$ cat src/rtl/circular_dma_pkg.sv
// Shared types and constants for the circular DMA message packer.
package circular_dma_pkg;

    // Packer FSM: waiting for a message, collecting payload, emitting trailer.
    typedef enum logic [1:0] {
        ST_IDLE    = 2'd0,
        ST_PAYLOAD = 2'd1,
        ST_TRAILER = 2'd2
    } state_t;

    // Placement of the byte-length field inside the trailer word.
    localparam int TRAILER_LEN_LSB   = 0;
    localparam int TRAILER_LEN_WIDTH = 32;

    localparam logic [TRAILER_LEN_WIDTH-1:0] LEN_MAX = '1;

    // Length counter increment that sticks at all-ones instead of wrapping,
    // so an oversized message reports "huge" rather than a small bogus value.
    function automatic logic [TRAILER_LEN_WIDTH-1:0] sat_inc(
        input logic [TRAILER_LEN_WIDTH-1:0] v
    );
        return (v == LEN_MAX) ? v : v + 1'b1;
    endfunction

endpackage

$ cat src/rtl/circular_dma_msg_packer.sv
// Packs byte-wide tlast-delimited messages into C_AXIS_WIDTH-bit words,
// zero-pads the last payload word and appends a trailer word holding the
// message byte length (trailer is the only word with m_axis_tlast set).
module circular_dma_msg_packer
    import circular_dma_pkg::*;
#(
    parameter int C_AXIS_WIDTH = 64
) (
    input  logic                    clk,
    input  logic                    rst,
    input  logic                    enable,
    input  logic [7:0]              s_axis_tdata,
    input  logic                    s_axis_tlast,
    input  logic                    s_axis_tvalid,
    output logic                    s_axis_tready,
    output logic [C_AXIS_WIDTH-1:0] m_axis_tdata,
    output logic                    m_axis_tlast,
    output logic                    m_axis_tvalid,
    input  logic                    m_axis_tready,
    output logic [31:0]             msg_count,
    output logic                    busy
);

    localparam int N     = C_AXIS_WIDTH / 8;
    localparam int IDX_W = (N > 1) ? $clog2(N) : 1;
    localparam logic [IDX_W-1:0] LAST_LANE = IDX_W'(N - 1);

    state_t                          r_state;
    logic [C_AXIS_WIDTH-1:0]         r_acc;
    logic [IDX_W-1:0]                r_idx;
    logic [TRAILER_LEN_WIDTH-1:0]    r_len;
    logic [C_AXIS_WIDTH-1:0]         r_out_data;
    logic                            r_out_last;
    logic                            r_out_valid;
    logic [31:0]                     r_msg_count;
    logic                            r_busy;

    logic                            w_out_free;
    logic                            w_s_ready;
    logic                            w_accept;
    logic                            w_word_done;
    logic                            w_load_trailer;
    logic                            w_trailer_hs;
    logic [C_AXIS_WIDTH-1:0]         w_merged;
    logic [C_AXIS_WIDTH-1:0]         w_trailer;

    // Single output register: it can be refilled in the same cycle it drains.
    assign w_out_free = ~r_out_valid | m_axis_tready;

    // Upstream ready depends on state; enable only gates the start of a message.
    always_comb begin
        w_s_ready = 1'b0;
        if (!rst) begin
            case (r_state)
                ST_IDLE:    w_s_ready = enable & w_out_free;
                ST_PAYLOAD: w_s_ready = w_out_free;
                default:    w_s_ready = 1'b0;
            endcase
        end
    end

    assign w_accept       = s_axis_tvalid & w_s_ready;
    assign w_word_done    = w_accept & ((r_idx == LAST_LANE) | s_axis_tlast);
    assign w_load_trailer = (r_state == ST_TRAILER) & w_out_free;
    assign w_trailer_hs   = r_out_valid & r_out_last & m_axis_tready;

    // Accumulator with the incoming byte dropped into lane r_idx; lanes above
    // r_idx are still zero because the accumulator clears after every word.
    generate
        for (genvar gi = 0; gi < N; gi++) begin : g_lane
            assign w_merged[gi*8 +: 8] = (r_idx == IDX_W'(gi)) ? s_axis_tdata
                                                               : r_acc[gi*8 +: 8];
        end
    endgenerate

    // Trailer word: byte length in the low field, all other bits zero.
    always_comb begin
        w_trailer = '0;
        w_trailer[TRAILER_LEN_LSB +: TRAILER_LEN_WIDTH] = r_len;
    end

    // Message FSM, lane index, accumulator and running byte length.
    always_ff @(posedge clk) begin
        if (rst) begin
            r_state <= ST_IDLE;
            r_acc   <= '0;
            r_idx   <= '0;
            r_len   <= '0;
        end else begin
            if (w_accept) begin
                r_len <= sat_inc(r_len);
                if (w_word_done) begin
                    r_acc <= '0;
                    r_idx <= '0;
                end else begin
                    r_acc <= w_merged;
                    r_idx <= r_idx + 1'b1;
                end
                r_state <= s_axis_tlast ? ST_TRAILER : ST_PAYLOAD;
            end
            if (w_load_trailer) begin
                r_len   <= '0;
                r_state <= ST_IDLE;
            end
        end
    end

    // Output register: payload words take priority (they cannot coincide with
    // a trailer load because input is stalled in ST_TRAILER); held while stalled.
    always_ff @(posedge clk) begin
        if (rst) begin
            r_out_data  <= '0;
            r_out_last  <= 1'b0;
            r_out_valid <= 1'b0;
        end else if (w_out_free) begin
            if (w_word_done) begin
                r_out_data  <= w_merged;
                r_out_last  <= 1'b0;
                r_out_valid <= 1'b1;
            end else if (w_load_trailer) begin
                r_out_data  <= w_trailer;
                r_out_last  <= 1'b1;
                r_out_valid <= 1'b1;
            end else begin
                r_out_last  <= 1'b0;
                r_out_valid <= 1'b0;
            end
        end
    end

    // Message counter and busy flag; a new message starting on the same edge
    // as the previous trailer handshake keeps busy high.
    always_ff @(posedge clk) begin
        if (rst) begin
            r_msg_count <= '0;
            r_busy      <= 1'b0;
        end else begin
            if (w_trailer_hs) begin
                r_msg_count <= r_msg_count + 32'd1;
            end
            if (w_accept && (r_state == ST_IDLE)) begin
                r_busy <= 1'b1;
            end else if (w_trailer_hs) begin
                r_busy <= 1'b0;
            end
        end
    end

    assign s_axis_tready = w_s_ready;
    assign m_axis_tdata  = r_out_data;
    assign m_axis_tlast  = r_out_last;
    assign m_axis_tvalid = r_out_valid;
    assign msg_count     = r_msg_count;
    assign busy          = r_busy;

endmodule

$ cat config.mk
export PLATFORM = sky130hd
export DESIGN_NAME = circular_dma_msg_packer
export DESIGN_NICKNAME = d
export VERILOG_FILES = /design/src/rtl/circular_dma_pkg.sv /design/src/rtl/circular_dma_msg_packer.sv
export SDC_FILE = /design/constraint.sdc
export NUM_CORES = 1
export LEC_CHECK = 0
export ABC_AREA = 1
export CORE_MARGIN = 5
export CORE_UTILIZATION = 58
export CTS_BUF_LIST = sky130_fd_sc_hd__clkbuf_4
export CTS_CLUSTER_SIZE = 12
export DETAILED_ROUTE_END_ITERATION = 7
export GPL_TIMING_DRIVEN = 0
export PLACE_DENSITY = 0.8
export SYNTH_ARGS = -nofsm -noshare
export SYNTH_HDL_FRONTEND = slang
export SYNTH_SLANG_ARGS = --single-unit
$ cat constraint.sdc
create_clock -name clk -period 2.4 [get_ports clk]
set_input_delay 0.36 -clock clk [delete_from_list [all_inputs] [get_ports clk]]
set_output_delay 0.36 -clock clk [all_outputs]
set_load 0.02 [all_outputs]
==> results of run 1 <==
## synthesized netlist by cell type (3+ instances only)
master / instances
a21oi_1: 159
buf_2: 12
buf_4: 10
buf_6: 4
clkbuf_1: 42
dfxtp_1: 200
ha_1: 8
inv_1: 87
nand2_1: 512
nand2_2: 3
nand3_1: 33
nand4_1: 11
nor2_1: 191
nor2_2: 5
nor3_1: 13
nor3b_1: 5
o21a_1: 3
o21ai_0: 122
o21ai_1: 7
xor2_1: 12
## power breakdown
| part | switching, mW | leakage [nW] | internal [mW] |
|---|---|---|---|
| sequential | 0.0377 | 1.61 | 3.38 |
| combinational | 0.396 | 2.17 | 0.191 |
| clock | 1.23 | 0.147 | 0.557 |
| total | 1.66 | 3.93 | 4.13 |
## cell families (layout without fill, tap and decap cells)
kind of cell | after synthesis | count (layout) | share of synthesized area
AO/OA/AOI/OAI | 296 | 296 | 0.158
XOR/XNOR | 13 | 13 | 0.0120
adder cells (fa/ha/maj) | 8 | 8 | 0.0105
buffers and inverters | 159 | 302 | 0.0716
flip-flops | 200 | 200 | 0.420
other | 0 | 3 | 0
AND/OR/NAND/NOR | 782 | 782 | 0.328
## worst max path at each step
| stage | from | slack [ps] | depth (start not counted) | endpoint |
|---|---|---|---|---|
| 3_5_place_dp | m_axis_tready | -50 | 8 | r_len[7] |
| 4_1_cts | r_idx[0] | 10 | 10 | m_axis_tdata[24] |
| 3_3_place_gp | m_axis_tready | -60 | 8 | r_len[14] |
| 6_report | m_axis_tvalid | 70 | 4 | s_axis_tready |
| 5_1_grt | m_axis_tvalid | 1 | 4 | s_axis_tready |
| 2_1_floorplan | r_idx[0] | 530 | 10 | m_axis_tdata[15] |
## worst register-to-register path, delay by kind of cell (launching register included)
kind	cells	cell delay [ps]
buf+inv	2	660
flops	1	430
fa+ha+maj	2	430
compound gates	2	320
simple gates	4	280
## timing repair
| item | 4_1_cts | 5_1_grt |
|---|---|---|
| hold endpoints to repair | 0 | 0 |
| resized for setup | 1 | 1 |
| setup endpoints to repair | 16 | 55 |
## sequential cells by signal, summed over array words and instances (netlist names)
signal	flops
m_axis_tdata	64
r_acc	64
msg_count	32
r_len	32
r_idx	3
r_state	2
busy	1
m_axis_tlast	1
m_axis_tvalid	1
## routing by layer
metal	track usage	up-vias
met3	0.0586	72
met2	0.434	387
met5	0	-
li1	-	4926
met4	0.116	0
met1	0.385	4448
## through the flow
stage,power [mW],hold slack [ps]
after floorplan,3.81,445
after global placement,4.05,447
after detailed placement,4.06,449
after CTS,5.80,362
after global routing,6.01,380
final,5.79,408
## final cells by class
type,instances,area [um2],area share
diodes,3,7.51,0.000670
multi-input cells,1099,4850,0.433
well taps,216,270,0.0241
inverters,89,337,0.0300
clock inverters,14,140,0.0125
clock buffers,18,135,0.0121
plain buffers,69,342,0.0305
flip-flops and latches,200,4000,0.357
repair buffers,112,1120,0.100
==> flow_metrics.env, run 1 <==
export IMPL_run_status="completed"
export IMPL_ys_seq_area_frac=0.420
export IMPL_stdcell_count=1820
export IMPL_worst_slew_pin_slew_ps=635
export IMPL_fin_skew_ps=29.8
export IMPL_crit_path_start_kind="register"
export IMPL_synthCells=1458
export IMPL_cts_sinks=200
export IMPL_hold_start="rst"
export IMPL_path_buf_inv=2
export IMPL_die_w_um=138
export IMPL_layout_commonest_cell="nand2_1"
export IMPL_leakage_nw=3.93
export IMPL_fin_crit_ps=2330
export IMPL_layout_common_cells="nand2_1, dfxtp_1, nor2_1"
export IMPL_ir_worst_vdd_mv=0.653
export IMPL_reg2reg_from="r_idx[0]"
export IMPL_initial_utilization=0.595
export IMPL_viasPerCell=5.40
export IMPL_layout_worst_path_cycle_share=0.969
export IMPL_slowest_delay_ps=610
export IMPL_ys_flop_type="dfxtp_1"
export IMPL_setup_viol=0
export IMPL_cts_root_buf="clkbuf_4"
export IMPL_grt_pass1_wl_um=44900
export IMPL_top_layer_used="met4"
export IMPL_crit_chain="nand2_1, nand3_2, inv_2, clkdlybuf4s50_1"
export IMPL_die_h_um=138
export IMPL_coreArea_mm2=0.0160
export IMPL_synthTopCellsByArea="dfxtp_1, nand2_1, a21oi_1"
export IMPL_placed_area_mm2=0.0109
export IMPL_fin_util=0.700
export IMPL_cts_tree="done"
export IMPL_cp_slowest_cell="clkdlybuf4s50_1"
export IMPL_clk_path_buf_depth=2
export IMPL_drt_iter0_drc=870
export IMPL_synth_fp_nets=1480
export IMPL_htree_levels=4
export IMPL_syn_area_per_cell_um2=6.53
export IMPL_die_area_mm2=0.0191
export IMPL_regToRegSetupSlack_ps=240
export IMPL_grt_pass1_vias=9089
export IMPL_fillers=1486
export IMPL_grt_max_degree=19
export IMPL_grt_setup_unrepaired="no"
export IMPL_routed_wl_um=27600
export IMPL_crit_type="register to output pin"
export IMPL_worstHoldEndpoint="r_acc[38]"
export IMPL_hp_class="input port to register"
export IMPL_grt_usage=0.281
export IMPL_first_pass_iters=6
export IMPL_routabilityCongestion=0.925
export IMPL_rows=46
export IMPL_io_buffers=112
export IMPL_path_clk_slew_ps=190
export IMPL_reg2reg_to="m_axis_tdata[30]"
export IMPL_drt_wirelength_per_cell_um=15.2
export IMPL_synth_edff_count=0
export IMPL_fmax_ghz=0.430
export IMPL_synth_area_leader_cell="dfxtp_1"
export IMPL_async_reset_ff_frac=0
export IMPL_setup_tns_final_ps=0
export IMPL_wl_met3_um=2060
export IMPL_insertion_delay_ps=600
export IMPL_worst_r2r_path_depth=10
export IMPL_final_nets=1610
export IMPL_grt_ovfl_total=0
export IMPL_maxCapViolCount=0
export IMPL_cts_buffers=17
export IMPL_yosysWarnings=0
export IMPL_holdBufCountCts=0
export IMPL_whs_path_depth=3
export IMPL_drt_met1_wl_um=12400
export IMPL_antenna_found_initial=1
export IMPL_power_density_mw_per_mm2=517
export IMPL_dr_total_vias=9833
export IMPL_ys_ff_latch=200
export IMPL_ios=114
export IMPL_end_kind="output pin"
export IMPL_worstPathMaxFanout=5
export IMPL_dp_cells=1786
export IMPL_setup_slack_ps=74.5
export IMPL_max_slew_margin=0.577
export IMPL_pre_cts_slack_ps=-51.7
export IMPL_cp_data_arrival_time_ps=1970
export IMPL_final_hold_violation_count=0
export IMPL_finalInstanceArea_mm2=0.0112
export IMPL_ant_nets=0
export IMPL_area_growth_pct=17.6
export IMPL_ys_types=34
export IMPL_drc=0
export IMPL_hpwl_um=20300
export IMPL_wl_met2_um=12200
export IMPL_synth_top_cell_area_share=0.420
export IMPL_cp_required_ps=2040
export IMPL_synth_area_mm2=0.00953
export IMPL_slew_violations=0
export IMPL_postCtsSetupRepairBufs=0
export IMPL_crit_family="buffers and inverters"
export IMPL_drive_above_1_share=0.0481
No activity file was read; power rests on OpenSTA's default activity.
==> run 2, diff against run 1 <==
Settings changed: CORE_MARGIN 5 to not set, GPL_ROUTABILITY_DRIVEN set to 0.
==> run 2 against run 1 <==
Compared with the run above: routed wire length is 3.4% lower; utilization is 0.29 points higher; largest cell class unchanged; highest routed layer unchanged; critical endpoint is now m_axis_tdata[24]; final area hardly changed; sequential share of layout area hardly changed.
==> flow_metrics.env, run 2 (synthesized netlist as in run 1, its figures left out) <==
export IMPL_run_status="completed"
export IMPL_crit_chain="ha_1, ha_1, nor2_4, nor2_8, nor2_1, buf_2, buf_2, nor2_1, nor2_1"
export IMPL_layout_worst_path_cycle_share=0.933
export IMPL_rows=46
export IMPL_crit_path_start_kind="register"
export IMPL_cp_required_ps=2960
export IMPL_placed_area_mm2=0.0109
export IMPL_setup_slack_ps=160
export IMPL_fin_util=0.703
export IMPL_worst_slew_pin_slew_ps=634
export IMPL_cts_buffers=17
export IMPL_grt_pass1_wl_um=41700
export IMPL_layout_common_cells="nand2_1, dfxtp_1, nor2_1"
export IMPL_fin_crit_ps=2240
export IMPL_slowest_delay_ps=370
export IMPL_setup_tns_final_ps=0
export IMPL_viasPerCell=5.43
export IMPL_postCtsSetupRepairBufs=0
export IMPL_grt_setup_unrepaired="no"
export IMPL_antenna_found_initial=0
export IMPL_final_nets=1610
export IMPL_setup_viol=0
export IMPL_whs_ps=378
export IMPL_dp_cells=1786
export IMPL_fin_total_pwr_mw=5.83
export IMPL_stdcell_count=1817
export IMPL_ant_nets=0
export IMPL_clk_path_buf_depth=2
export IMPL_slew_violations=0
export IMPL_ios=114
export IMPL_crit_type="register to register"
export IMPL_fmax_ghz=0.446
export IMPL_die_h_um=130
export IMPL_initial_utilization=0.597
export IMPL_drc=0
export IMPL_drive_above_1_share=0.0468
export IMPL_max_slew_margin=0.577
export IMPL_grt_max_degree=20
export IMPL_hold_start="rst"
export IMPL_io_buffers=112
export IMPL_cp_slowest_cell="dfxtp_1"
export IMPL_grt_pass1_vias=8450
export IMPL_insertion_delay_ps=610
export IMPL_drt_wirelength_per_cell_um=14.7
export IMPL_die_area_mm2=0.0169
export IMPL_cts_sinks=200
export IMPL_path_clk_slew_ps=170
export IMPL_ir_worst_vdd_mv=0.441
export IMPL_hpwl_um=19700
export IMPL_crit_top_cell="nor2_1"
export IMPL_first_pass_iters=8
export IMPL_reg2reg_from="r_idx[0]"
export IMPL_leakage_nw=3.95
export IMPL_dr_total_vias=9865
export IMPL_grt_usage=0.316
export IMPL_end_kind="register"
export IMPL_maxCapViolCount=0
export IMPL_grt_ovfl_total=0
export IMPL_cp_startpoint="r_idx[0]"
export IMPL_area_growth_pct=17.7
export IMPL_pre_cts_slack_ps=-101
export IMPL_routed_wl_um=26700
export IMPL_drt_iter0_drc=859
export IMPL_layout_commonest_cell="nand2_1"
export IMPL_finalInstanceArea_mm2=0.0112
export IMPL_cp_data_arrival_time_ps=2800
export IMPL_power_density_mw_per_mm2=520
export IMPL_worstPathMaxFanout=10
export IMPL_fin_skew_ps=21.4
export IMPL_cts_tree="done"
export IMPL_coreArea_mm2=0.0159
export IMPL_final_hold_violation_count=0
export IMPL_hp_class="input port to register"
export IMPL_cts_root_buf="clkbuf_4"
export IMPL_die_w_um=130
export IMPL_antenna_cells=0
export IMPL_htree_levels=4
-- run 2: timing repair --
| item | 4_1_cts | 5_1_grt |
|---|---|---|
| hold buffers | 0 | 0 |
| endpoints found under the hold margin | 0 | 0 |
| resized for setup | 0 | 2 |
| setup endpoints to repair | 0 | 64 |
-- run 2: final cells by class --
type	count	area, um2
buffer	69	342
clock buffer	17	128
clock inverter	15	161
fill	1433	4730
inverter	89	337
multi-input combinational	1099	4840
sequential	200	4000
tap	216	270
timing repair buffer	112	1120
-- run 2: path summary, 6_finish.rpt --
path / slack [ps] / to / cells after the start
worst max-delay path: 160 / m_axis_tdata[24] / 9
worst min-delay path: 380 / msg_count[21] / 3
worst max register to register: 160 / m_axis_tdata[24] / 9
worst min register to register: 470 / m_axis_tdata[53] / 2
-- run 2: critical path, delay by kind of cell (launching register included) --
kind | cells | cell delay, ps
fa+ha+maj | 2 | 580
buf+inv | 2 | 610
flops | 1 | 370
simple gates | 5 | 630
-- run 2: power breakdown --
part	switching, mW	internal (mW)
registers	0.0374	3.38
clock network	1.27	0.560
logic	0.391	0.190
-- run 2: metal layers --
layer	part of all wire	wire, um	GRT usage
met1	0.45	11900	0.436
met2	0.45	12100	0.500
met3	0.079	2100	0.0570
met4	0.021	560	0.104
met5	0	0	0
==> run 3, diff against run 2 <==
Settings changed: RECOVER_POWER set to 50, TNS_END_PERCENT set to 1.
==> run 3 against run 2 <==
Compared with the run above: count of clock-buffer cells in the layout did not move; register-to-register slack got worse by 70 ps; non-clock buffer count did not move; power fell by 0.27%; global-route usage did not move; maximum frequency fell by 2.9%; largest cell class unchanged; combinational power fell by 3.4%; highest routed layer unchanged; first-iteration DRC count rose by 1.7%; sequential share of layout area rose by 0.11 points.
==> flow_metrics.env, run 3 (synthesized netlist as in run 1, its figures left out) <==
export IMPL_run_status="completed"
export IMPL_fin_crit_ps=2310
export IMPL_slew_violations=0
export IMPL_clk_path_buf_depth=2
export IMPL_drive_above_1_share=0.0412
export IMPL_grt_pass1_vias=8450
export IMPL_fin_util=0.701
export IMPL_grt_ovfl_total=0
export IMPL_max_slew_margin=0.439
export IMPL_drt_iter0_drc=874
export IMPL_initial_utilization=0.597
export IMPL_worstPathMaxFanout=10
export IMPL_postCtsSetupRepairBufs=0
export IMPL_layout_commonest_cell="nand2_1"
export IMPL_cp_required_ps=2950
export IMPL_grt_max_degree=20
export IMPL_ios=114
export IMPL_setup_viol=0
export IMPL_final_hold_violation_count=0
export IMPL_grt_setup_unrepaired="no"
export IMPL_antenna_cells=0
export IMPL_power_density_mw_per_mm2=520
export IMPL_hpwl_um=19700
export IMPL_drc=0
export IMPL_ant_nets=0
export IMPL_crit_type="register to register"
export IMPL_maxCapViolCount=0
export IMPL_final_nets=1610
export IMPL_io_buffers=112
export IMPL_grt_usage=0.316
export IMPL_die_area_mm2=0.0169
export IMPL_htree_levels=4
export IMPL_ir_worst_vdd_mv=0.447
export IMPL_holdBufCountCts=0
export IMPL_die_h_um=130
export IMPL_layout_common_cells="nand2_1, dfxtp_1, nor2_1"
export IMPL_crit_path_start_kind="register"
export IMPL_insertion_delay_ps=610
export IMPL_cts_root_buf="clkbuf_4"
export IMPL_first_pass_iters=8
export IMPL_cts_sinks=200
export IMPL_coreArea_mm2=0.0159
export IMPL_end_kind="register"
export IMPL_rows=46
export IMPL_placed_area_mm2=0.0109
export IMPL_die_w_um=130
export IMPL_routed_wl_um=26800
export IMPL_viasPerCell=5.45
export IMPL_cts_tree="done"
export IMPL_area_growth_pct=17.3
export IMPL_cts_buffers=17
export IMPL_finalInstanceArea_mm2=0.0112
export IMPL_grt_pass1_wl_um=41700
export IMPL_fmax_ghz=0.434
export IMPL_post_cts_resized=0
export IMPL_dr_total_vias=9897
export IMPL_worst_slew_pin_slew_ps=838
export IMPL_leakage_nw=4.19
export IMPL_fin_skew_ps=19.8
export IMPL_cp_data_arrival_time_ps=2860
export IMPL_hp_class="input port to register"
export IMPL_layout_worst_path_cycle_share=0.961
export IMPL_path_clk_slew_ps=180
export IMPL_antenna_found_initial=0
export IMPL_drt_wirelength_per_cell_um=14.7
export IMPL_stdcell_count=1817
export IMPL_dp_cells=1786
## run 3: area by class of cell
cell class / instances / area [um2]
timing repair buffer: 112 / 1110
sequential: 200 / 4000
multi-input combinational: 1099 / 4820
buffer: 69 / 338
fill: 1441 / 4770
tap: 216 / 270
clock inverter: 15 / 161
inverter: 89 / 337
clock buffer: 17 / 128
## run 3: path summary, 6_finish.rpt
path / from / endpoint / slack [ps] / cells after the start
max reg2reg: r_idx[0] / r_acc[57] / 90 / 8
min reg2reg: m_axis_tdata[53] / m_axis_tdata[53] / 470 / 2
max: r_idx[0] / r_acc[57] / 90 / 8
min: rst / msg_count[21] / 380 / 3
## run 3: worst max-delay path, stage by stage (launching register included)
cell and delay, ps:
dfxtp_1 370, ha_1 230, ha_1 350, nor2_4 240, nor2_8 80, nor2_1 220
clkbuf_1 430, nand2_1 140, a21oi_1 180
## run 3: metal layers
metal	global-route usage	vias to the layer above	wire [um]
li1	-	4917	-
met1	0.436	4560	12100
met2	0.500	371	12200
met3	0.0570	49	1920
met4	0.104	0	602
met5	0	-	0
## run 3: report_power, final
group | total (mW) | internal [mW] | switching [mW] | leakage [nW]
sequential | 3.41 | 3.38 | 0.0358 | 1.61
clock | 1.83 | 0.560 | 1.27 | 0.154
combinational | 0.562 | 0.172 | 0.390 | 2.42
## run 3: metrics by stage
step / power, mW / hold WS (ps) / setup TNS [ps] / worst slack, ps
after floorplan: 3.81 / 445 / 0 / 531
after global placement: 4.05 / 447 / -509 / -52.3
after detailed placement: 4.05 / 450 / -1750 / -101
after CTS: 5.83 / 362 / 0 / 8.47
after global routing: 5.99 / 391 / 0 / 12.1
final: 5.81 / 383 / 0 / 93.4
